$ cat config.mk
export PLATFORM = sky130hd
export DESIGN_NAME = id_ex_alu_ctrl
export DESIGN_NICKNAME = d
export VERILOG_FILES = /design/src/rtl/id_ex_alu_ctrl.sv
export SDC_FILE = /design/constraint.sdc
export NUM_CORES = 1
export LEC_CHECK = 0
export ABC_AREA = 1
export ABC_CLOCK_PERIOD_IN_PS = 820
export BUFFER_PORTS_ARGS = -buffer_cell sky130_fd_sc_hd__clkbuf_2
export CORE_MARGIN = 4
export CORE_UTILIZATION = 44
export CTS_BUF_LIST = sky130_fd_sc_hd__clkbuf_4 sky130_fd_sc_hd__clkbuf_8
export CTS_CLUSTER_SIZE = 8
export DETAILED_ROUTE_END_ITERATION = 6
export PLACE_DENSITY_LB_ADDON = 0.1
export SYNTH_ARGS = -nofsm -noshare
export SYNTH_HDL_FRONTEND = slang
export SYNTH_SLANG_ARGS = --single-unit
$ cat constraint.sdc
create_clock -name clk -period 0.82 [get_ports clk]
set_input_delay 0.123 -clock clk [delete_from_list [all_inputs] [get_ports clk]]
set_output_delay 0.123 -clock clk [all_outputs]
set_load 0.02 [all_outputs]
$ cat src/rtl/id_ex_alu_ctrl.sv
// ID/EX ALU-control decode register: 1-cycle latency, fully registered outputs; stall holds, flush squashes.
// Define ALU_ILLEGAL_TRAP_EN to trap unsupported funct3/funct7 as illegal and count them.
module id_ex_alu_ctrl #(
  parameter int XLEN   = 32,
  parameter int ICNT_W = 8
) (
  input  logic              clk,
  input  logic              rst_n,
  input  logic              id_valid,
  input  logic [31:0]       id_instr,
  input  logic [XLEN-1:0]   id_rs1_data,
  input  logic [XLEN-1:0]   id_rs2_data,
  input  logic              stall,
  input  logic              flush,
  output logic              ex_valid,
  output logic [3:0]        ex_alu_sel,
  output logic [XLEN-1:0]   ex_op_a,
  output logic [XLEN-1:0]   ex_op_b,
  output logic [XLEN-1:0]   ex_rs2_data,
  output logic [XLEN-1:0]   ex_imm,
  output logic [4:0]        ex_rd_addr,
  output logic              ex_reg_write,
  output logic              ex_mem_read,
  output logic              ex_mem_write,
  output logic              ex_branch,
  output logic              ex_illegal,
  output logic [ICNT_W-1:0] illegal_count
);

  localparam logic [6:0] OP_R      = 7'b0110011;
  localparam logic [6:0] OP_I      = 7'b0010011;
  localparam logic [6:0] OP_LOAD   = 7'b0000011;
  localparam logic [6:0] OP_STORE  = 7'b0100011;
  localparam logic [6:0] OP_BRANCH = 7'b1100011;

  logic [6:0]      opcode;
  logic [2:0]      funct3;
  logic            funct7_b5;
  logic [XLEN-1:0] imm_i;
  logic [XLEN-1:0] imm_s;
  logic [XLEN-1:0] imm_b;

  logic [3:0]      d_sel;
  logic [XLEN-1:0] d_op_b;
  logic [XLEN-1:0] d_imm;
  logic            d_rw;
  logic            d_mr;
  logic            d_mw;
  logic            d_br;
`ifdef ALU_ILLEGAL_TRAP_EN
  logic            d_ill;
  logic            f3_supported;
`endif

  // rs1 address bits are resolved by the register file, not here
  logic unused_rs1_addr;
  assign unused_rs1_addr = ^id_instr[19:15];

  assign opcode    = id_instr[6:0];
  assign funct3    = id_instr[14:12];
  assign funct7_b5 = id_instr[30];

  assign imm_i = {{(XLEN-12){id_instr[31]}}, id_instr[31:20]};
  assign imm_s = {{(XLEN-12){id_instr[31]}}, id_instr[31:25], id_instr[11:7]};
  assign imm_b = {{(XLEN-13){id_instr[31]}}, id_instr[31], id_instr[7],
                  id_instr[30:25], id_instr[11:8], 1'b0};

`ifdef ALU_ILLEGAL_TRAP_EN
  assign f3_supported = (funct3 == 3'b000) || (funct3 == 3'b110) || (funct3 == 3'b111);
`endif

  always_comb begin
    d_sel  = 4'b0000;
    d_op_b = id_rs2_data;
    d_imm  = '0;
    d_rw   = 1'b0;
    d_mr   = 1'b0;
    d_mw   = 1'b0;
    d_br   = 1'b0;
`ifdef ALU_ILLEGAL_TRAP_EN
    d_ill  = 1'b0;
`endif
    case (opcode)
      OP_R: begin
        d_sel = {funct7_b5, funct3};
        d_rw  = 1'b1;
`ifdef ALU_ILLEGAL_TRAP_EN
        d_ill = !f3_supported || (funct7_b5 && funct3 != 3'b000);
`endif
      end
      OP_I: begin
        // instr[30] is an immediate bit here, so only funct3 is screened
        d_sel  = {1'b0, funct3};
        d_op_b = imm_i;
        d_imm  = imm_i;
        d_rw   = 1'b1;
`ifdef ALU_ILLEGAL_TRAP_EN
        d_ill  = !f3_supported;
`endif
      end
      OP_LOAD: begin
        d_op_b = imm_i;
        d_imm  = imm_i;
        d_rw   = 1'b1;
        d_mr   = 1'b1;
      end
      OP_STORE: begin
        d_op_b = imm_s;
        d_imm  = imm_s;
        d_mw   = 1'b1;
      end
      OP_BRANCH: begin
        d_sel = 4'b1000;
        d_imm = imm_b;
        d_br  = 1'b1;
`ifdef ALU_ILLEGAL_TRAP_EN
        d_ill = (funct3 != 3'b000);
`endif
      end
      default: begin
`ifdef ALU_ILLEGAL_TRAP_EN
        d_ill = 1'b1;
`endif
      end
    endcase
`ifdef ALU_ILLEGAL_TRAP_EN
    if (d_ill) begin
      d_sel = 4'b0000;
      d_rw  = 1'b0;
      d_mr  = 1'b0;
      d_mw  = 1'b0;
      d_br  = 1'b0;
    end
`endif
  end

  // flush only clears valid/strobes; the datapath is left holding
  always_ff @(posedge clk or negedge rst_n) begin
    if (!rst_n) begin
      ex_valid     <= 1'b0;
      ex_alu_sel   <= 4'b0000;
      ex_op_a      <= '0;
      ex_op_b      <= '0;
      ex_rs2_data  <= '0;
      ex_imm       <= '0;
      ex_rd_addr   <= 5'd0;
      ex_reg_write <= 1'b0;
      ex_mem_read  <= 1'b0;
      ex_mem_write <= 1'b0;
      ex_branch    <= 1'b0;
    end else if (flush) begin
      ex_valid     <= 1'b0;
      ex_reg_write <= 1'b0;
      ex_mem_read  <= 1'b0;
      ex_mem_write <= 1'b0;
      ex_branch    <= 1'b0;
    end else if (!stall) begin
      ex_valid     <= id_valid;
      ex_alu_sel   <= d_sel;
      ex_op_a      <= id_rs1_data;
      ex_op_b      <= d_op_b;
      ex_rs2_data  <= id_rs2_data;
      ex_imm       <= d_imm;
      ex_rd_addr   <= id_instr[11:7];
      ex_reg_write <= id_valid & d_rw;
      ex_mem_read  <= id_valid & d_mr;
      ex_mem_write <= id_valid & d_mw;
      ex_branch    <= id_valid & d_br;
    end
  end

`ifdef ALU_ILLEGAL_TRAP_EN
  always_ff @(posedge clk or negedge rst_n) begin
    if (!rst_n) begin
      ex_illegal    <= 1'b0;
      illegal_count <= '0;
    end else if (flush) begin
      ex_illegal <= 1'b0;
    end else if (!stall) begin
      ex_illegal <= id_valid & d_ill;
      if (id_valid && d_ill && !(&illegal_count)) begin
        illegal_count <= illegal_count + 1'b1;
      end
    end
  end
`else
  assign ex_illegal    = 1'b0;
  assign illegal_count = '0;
`endif

endmodule

==> impl_results.md <==
- Placed insts: 1006
- WP data arrival: approximately 1.2 ns
- Synth warnings: 0
- Vias per inst: about 4.8
- Sequential area share after synthesis: 57.5%
- Final Max Tran Viols: 0
- CP Capture Type: primary output
- Core Util, Final: 78.5%
- Worst skew pair latency: roughly 0.44 ns
- Tightest Hold Check Type: in2reg
- FF/Latch Area: 0.00308 mm²
- CTS tree: done
- Crit-path slowest cell: dfrtp_4
- Drt total wl: approximately 19 mm
- Initial Util: between 40 and 50%
- Core Region: ~0.012 mm²
- Die X: around 120 µm
- Initial antenna violation count: 1
- Crit Path Max Fanout: 21
- FMAX: approximately 0.76 GHz
- Wire per inst: 16.5 µm
- CP Cell Sequence: buf_2
- DR pass1 iterations: 5
- Detailed Route Iter0 Violations: approximately 430
- Setup Skew: 0 ns
- Worst-path clk slew: 0.07 ns
- Number of global-route vias before repair: 5654
- Failing checks: negative setup slack
- Post-Synthesis Cell Area: 0.00535 mm²
- Yosys top cell by area: dfrtp_1
- Max-Cap Viols: 0
- Number of flops mapped to enable cells by yosys: 0
- Sum Neg Setup Slack: -44.76 ns
- Async S/R FF share, synth: 100%
- Syn Inst Count: ~630
- CTS Buf Count: 17
- DRC errors left: 0
- CP Class: reg2out
- Number of setup violations in the final report: 150
- Area contributors post-synth: dfrtp_1 58%, nand2_1 21%, nand3_1 4.6%, buf_4 3.9%, nand4_1 2.7%
- Clock buffer depth: 2
- DIE AREA: between 0.01 and 0.015 mm²
- Ports: between 200 and 300
- Library cells used by synthesis: 23
- Share of cells above drive strength 1: between 30% and 40%
- H-tree levels: 4
- First-pass GRT wire length: 28.3 mm
- Post-Layout Cell Count: roughly 1200
- Post-synth top area share: a little under three fifths
- CP top delay family: flip-flops
- CP required: 0.70 ns
- Multi-input gate area: 0.00183 mm²
- Pin count of the biggest net entering global routing: 41
- GRT overflow: 0
- Port bufs: 237
- Worst reg-to-reg setup slack: -0.06 ns
- Crit path buffers/inverters: 1
- Final min period: about 1.3 ns
- Final Worst Setup Slack: -0.492 ns
- LEAKAGE: 5.17 nW
- Tot Pwr: 17.9 mW
- Clock sink total: between 100 and 150
- Layout area overhead: 75.5%
- Worst setup SP type: flop
- Row count: 40
- # fillers: between 700 and 800
- RSZ-0062 raised after global routing: true
- Detailed placement HPWL: 11.4 mm
- Root Driver: clkbuf_8
- Peak supply drop: between 1 and 1.5 mV
- Yosys reg bits: 123
- Pwr/cell area: between 1500 and 2000 mW/mm²
- Die Span Y: ~120 µm
- Final hold vios: 0
- Mean post-synth cell area: 8.46 µm²
- Routed vias: roughly 5700
- Final net count: about 1100
- GP Congestion: ~0.8
- Worst hold slack: 0.0404 ns
- Routed Antenna Nets: 0
- GRT Overall Usage: around 25%
- Synth Flop Type: dfrtp_1
- Outcome: finished, violations left
- Slowest stage delay, CP: between 0.5 and 0.6 ns
- Period utilization: 160%
==> cell type report <==
class                   instances  area share (%)
repair buffers                411            39.6
flip-flops and latches        123            32.8
clock inverters                10            1.47
inverters                      34            1.43
diodes                          1          0.0266
multi-input cells             423            19.5
clock buffers                  22            3.22
well taps                     147            1.96
==> flip-flops by register name, indices dropped and copies added, names as in the netlist <==
register      count
ex_alu_sel        4
ex_branch         1
ex_mem_read       1
ex_rd_addr        5
ex_rs2_data      32
ex_mem_write      1
ex_valid          1
ex_op_b          32
ex_imm           13
ex_op_a          32
ex_reg_write      1
==> synthesized netlist by cell type (2+ instances only) <==
library cell	instances
nor2_1	10
nor2_4	2
nand3_1	49
dfrtp_1	123
o21ai_0	14
buf_2	23
nand2_1	304
buf_6	4
nand4_1	23
o21ai_1	5
buf_4	28
clkbuf_1	5
inv_1	32
nor2_2	2
==> per-stage QoR <==
step	instance area, µm²	setup WS, ns
5_1_grt	9390	-0.553
3_3_place_gp	6840	-0.441
6_report	9390	-0.492
4_1_cts	8580	-0.527
2_1_floorplan	5570	-0.156
3_5_place_dp	6840	-0.470
==> worst min-delay path, stage by stage <==
cell,delay [ns]
clkbuf_2,0.08
nand2_1,0.08
buf_4,0.11
nand2_1,0.05
==> kinds of logic (layout without fill, tap and decap cells) <==
| kind of cell | after synthesis | after routing | synth area share (%) |
|---|---|---|---|
| DFF | 123 | 123 | 57.5 |
| AOI/OAI and AO/OA | 21 | 21 | 2.22 |
| buffers and inverters | 95 | 477 | 9.72 |
| and+or+nand+nor | 393 | 393 | 30.5 |
| other | 1 | 10 | 0.0701 |
==> where the power goes <==
group	internal, mW	switching [mW]	leakage [nW]
combinational	2.51	2.34	3.41
sequential	6.72	0.528	1.55
clock	3.40	2.44	0.209
==> layer usage <==
layer | global-route usage [%] | wire [µm]
met1 | 29.9 | 7430
met2 | 43.2 | 10000
met3 | 7.13 | 1310
met4 | 9.96 | 531
met5 | 0 | 0
==> timing repair <==
item | CTS | global route
pin swaps | 0 | 3
setup buffers | 22 | 27
hold buffers | 84 | 0
hold endpoints to repair | 234 | 0
setup endpoints to repair | 142 | 183
resized for setup | 66 | 294
gates cloned | 0 | 1
==> placed cells by master (no fill, tap or decap), drive strengths merged <==
master       netlist  layout
inv               33      32
a21oi              1       1
clkinvlp           0       6
bufinv             0       3
o211ai             1       1
dlygate4sd3        0      84
nor2              14      14
clkinv             1       3
clkbuf             5     161
buf               56     188
nand2            305     305
diode              0       1
nand4             23      23
nand3             50      50
dfrtp            123     123
conb               1       9
o21ai             19      19
nor3               1       1
==> path summary, 6_finish.rpt <==
path | start | endpoint | depth (start not counted)
min | id_valid | ex_valid$_DFFE_PN0P_ | 4
min in group asynchronous | rst_n | ex_rs2_data[12]$_DFFE_PN0P_ | 2
min reg2reg | ex_op_a[26]$_DFFE_PN0P_ | ex_op_a[26]$_DFFE_PN0P_ | 2
max reg2reg | ex_rs2_data[14]$_DFFE_PN0P_ | ex_rs2_data[14]$_DFFE_PN0P_ | 4
max | ex_imm[30]$_DFFE_PN0P_ | ex_imm[16] | 1
max in group asynchronous | rst_n | ex_op_a[0]$_DFFE_PN0P_ | 3
Note: power is estimated with default switching activity, not from simulation.
